--- src/rtl/dist_rom_pkg.sv ---
// Shared constants and the content function for the 64-word "addi" ROM.
// Used by dist_rom_array (contents) and dist_rom_sync (default widths).
package dist_rom_pkg;

    localparam int ADDR_W_DEF = 6;
    localparam int DATA_W_DEF = 32;

    localparam logic [6:0] OP_IMM      = 7'b0010011;
    localparam logic [2:0] FUNCT3_ADDI = 3'b000;

    // "addi x(index mod 32), x0, index" -- rd takes only the low five index bits.
    function automatic logic [31:0] rom_word(input int unsigned index);
        logic [5:0] w_idx;
        w_idx = 6'(index);
        return {6'b000000, w_idx, 5'b00000, FUNCT3_ADDI, w_idx[4:0], OP_IMM};
    endfunction

endpackage

--- src/rtl/dist_rom_array.sv ---
// Combinational read-only array: maps an address to its content word.
// Contents are fixed at elaboration from rom_word; there is no write path.
module dist_rom_array
    import dist_rom_pkg::*;
#(
    parameter int ADDR_W = ADDR_W_DEF,
    parameter int DATA_W = DATA_W_DEF
) (
    input  logic [ADDR_W-1:0] i_addr,
    output logic [DATA_W-1:0] o_word
);

    localparam int DEPTH = 2 ** ADDR_W;

    logic [DATA_W-1:0] w_rom [DEPTH];

    // Size cast truncates or zero-extends the 32-bit word to DATA_W.
    for (genvar gi = 0; gi < DEPTH; gi++) begin : g_rom
        assign w_rom[gi] = DATA_W'(rom_word(gi));
    end

    assign o_word = w_rom[i_addr];

endmodule

--- src/rtl/dist_rom_sync.sv ---
// Distributed ROM with a registered, clock-enabled output (qspo).
// Define DIST_ROM_SPO_EN to also expose the asynchronous read port spo.
module dist_rom_sync
    import dist_rom_pkg::*;
#(
    parameter int ADDR_W = ADDR_W_DEF,
    parameter int DATA_W = DATA_W_DEF
) (
    input  logic              clk,
    input  logic              rst,
    input  logic [ADDR_W-1:0] a,
    input  logic              qspo_ce,
    output logic [DATA_W-1:0] qspo
`ifdef DIST_ROM_SPO_EN
    ,
    output logic [DATA_W-1:0] spo
`endif
);

    logic [DATA_W-1:0] w_word;
    // Initialiser gives a defined 0 before the first reset or enabled edge.
    logic [DATA_W-1:0] r_qspo = '0;

    dist_rom_array #(
        .ADDR_W (ADDR_W),
        .DATA_W (DATA_W)
    ) u_array (
        .i_addr (a),
        .o_word (w_word)
    );

    always_ff @(posedge clk) begin
        if (rst) begin
            r_qspo <= '0;
        end else if (qspo_ce) begin
            r_qspo <= w_word;
        end
    end

    assign qspo = r_qspo;

`ifdef DIST_ROM_SPO_EN
    assign spo = w_word;
`endif

endmodule

--- config.mk ---
export PLATFORM = sky130hd
export DESIGN_NAME = dist_rom_sync
export DESIGN_NICKNAME = d
export VERILOG_FILES = /design/src/rtl/dist_rom_pkg.sv /design/src/rtl/dist_rom_array.sv /design/src/rtl/dist_rom_sync.sv
export SDC_FILE = /design/constraint.sdc
export NUM_CORES = 1
export LEC_CHECK = 0
export BUFFER_PORTS_ARGS = -buffer_cell sky130_fd_sc_hd__buf_2
export CORE_ASPECT_RATIO = 1.2
export CORE_MARGIN = 8
export CORE_UTILIZATION = 40
export CTS_BUF_LIST = sky130_fd_sc_hd__clkbuf_16
export CTS_CLUSTER_SIZE = 30
export DETAILED_ROUTE_END_ITERATION = 10
export PLACE_DENSITY = 0.69
export SLEW_MARGIN = 25
export SYNTH_ARGS = -nofsm -noshare
export SYNTH_HDL_FRONTEND = slang
export SYNTH_HIERARCHICAL = 1
export SYNTH_SLANG_ARGS = --single-unit
--- constraint.sdc ---
create_clock -name clk -period 0.8 [get_ports clk]
set_input_delay 0.08 -clock clk [delete_from_list [all_inputs] [get_ports clk]]
set_output_delay 0.08 -clock clk [all_outputs]
set_load 0.01 [all_outputs]
==> qor.yml <==
grt:
  grt_pass1_wl_um: 4160
  antenna_found_initial: 0
  grt_use_total: 0.0899
  grt_max_degree: 33
  grt_pass1_vias: 889
  gr-total-overflow: 0
sta:
  hold_violations: 0
  slew_violations: 0
  max_freq_mhz: 1270
  rsz0062_at_grt: "yes"
  setup_viol: 0
  layout_worst_path_cycle_share: 0.982
  skew_ns: 0
  fin_ws_ns: 0.0142
  whs_ns: 0.0513
  period_needed_ns: 0.786
synthesis:
  synth_area_per_cell_um2: 10.3
  synth_compound_area_frac: 0
  syn-cell-area_mm2: 0.00141
  synthXorXnorAreaFrac: 0
  netlist.area_leader.share: 0.454
  synth_top_family_by_area: "buffers and inverters"
  synth.area.top_cells: "dfxtp_1, mux2i_1, buf_4"
  ys_types: 8
  ys_ff_latch: 32
  muxShareOfSynthArea: 0.227
  ys_seq_area_frac: 0.454
  synthAdderAreaFrac: 0
  syn-instance-count: 137
  yosys.area.top_type: "dfxtp_1"
  synth-simple-area-share: 0.0851
  yosys_warnings: 6
floorplanning:
  rows: 23
  pin_count: 41
  start_util: 0.419
  die_x_um: 70.2
  core_area_mm2: 0.00337
  die_area_mm2: 0.00569
  die_h_um: 81.1
clock_tree:
  h-tree-depth: 2
  cts-root-buf: "clkbuf_16"
  worstSkewPairLatency_ns: 0.27
  clk_pin_slew_ns: 0.05
  cts_sinks: 32
  clockBufferDepth: 2
  cts_buffers: 5
  tritoncts: "built"
placement:
  numPortBuffers: 40
  place_ws_ns: 0.00634
  dp.final_hpwl_um: 1640
  place_congestion: 0.617
  placed_cell_area_mm2: 0.00147
detailed_routing:
  drt_iter0_markers: 49
  wirelength_um: 2460
  drtAntennaViolNets: 0
  vias: 864
  drt_first_pass_iters: 2
  via_per_inst: 4.21
  wl_per_cell_um: 12.0
  route.detailed.drc: 0
run_status:
  outcome: "complete, no violations"
finish:
  layout_common_cells: "mux2i_1, nor2_1, buf_6, dfxtp_2, conb_1"
  fillers: 304
  syn_to_final_growth_pct: 30.9
  finalNetCount: 177
  drive_above_1_share: 0.482
  largest_reg_flops: 32
  final_util: 0.548
  antenna_cells: 0
  fin_area_mm2: 0.00185
setup_path:
  arrival_ns: 0.71
  critPathMaxFanout: 2
  crit_family: "flip-flops"
  timing.setup.critical_path_class: "reg2out"
  slowest_stage: "dfxtp_2"
  slowest_delay_ns: 0.34
  path_depth: 1
  crit_required_ns: 0.72
  crit_path_end_kind: "output port"
  r2r_cells: 3
  crit_chain: "buf_6"
  cp_num_buf_inv: 1
  cp-start-kind: "flop"
power_and_ir_drop:
  p_leak_nw: 0.916
  powerDensity_mw_per_mm2: 2170
  power_mw: 4.00
  ir_drop_v: 0.00179
job:
  cap_violations: 0
worst_hold_path:
  hold_class: "in2reg"
  hold_path_depth: 3
-- stage by stage --
stage / TNS [ns] / std cells
floorplan: 0 / 156
global placement: 0 / 197
detailed placement: 0 / 197
CTS: 0 / 204
global route: -0.0803 / 205
finish: 0 / 205
-- worst paths after layout --
check / start / slack [ns] / to
max: qspo[18] / 0.01 / qspo[18]
min: a[5] / 0.05 / qspo[25]
max reg2reg: qspo[6] / 0.09 / qspo[6]
min reg2reg: qspo[3] / 0.49 / qspo[3]
-- Yosys cell counts --
cell,instances
buf_4,32
dfxtp_1,32
mux2i_1,32
nor2_1,32
buf_12,3
clkbuf_1,3
conb_1,2
buf_6,1
-- repair_timing --
item,in CTS,in global routing
hold endpoints to repair,0,0
hold buffers,0,0
pin swaps,0,0
endpoints found under the setup margin,31,28
setup buffers,0,1
gates resized for setup,39,25
-- logic make-up (layout without fill, tap and decap cells) --
group                  after synthesis  in the layout
DFF                                 32             32
other                                2             21
and+or+nand+nor                     32             32
muxes                               32             32
buffers and inverters               39             51
-- routing by layer --
layer  share of wire  vias to the layer above  track usage  routed length (um)
met1            0.43                      387       0.0952                1070
met4           0.012                        0       0.0483                  29
met5               0                        -            0                   0
li1                -                      443            -                   -
met3           0.084                        4       0.0512                 207
met2            0.47                       30        0.141                1160
-- final cells by class --
class                           count  area [um2]  share of cell area
Clock buffer                        5         125              0.0678
Tap cell                           37        46.3              0.0251
Multi-Input combinational cell     85         519               0.281
Clock inverter                      2        7.51             0.00407
Sequential cell                    32         681               0.369
Timing Repair Buffer               44         468               0.253
-- power by group --
| part | total [mW] | internal [mW] | switching [mW] |
|---|---|---|---|
| Combinational | 0.531 | 0.305 | 0.226 |
| Clock | 1.70 | 1.11 | 0.588 |
| Sequential | 1.78 | 1.71 | 0.0640 |
| Total | 4.00 | 3.13 | 0.878 |
(Power assumes the default switching activity.)
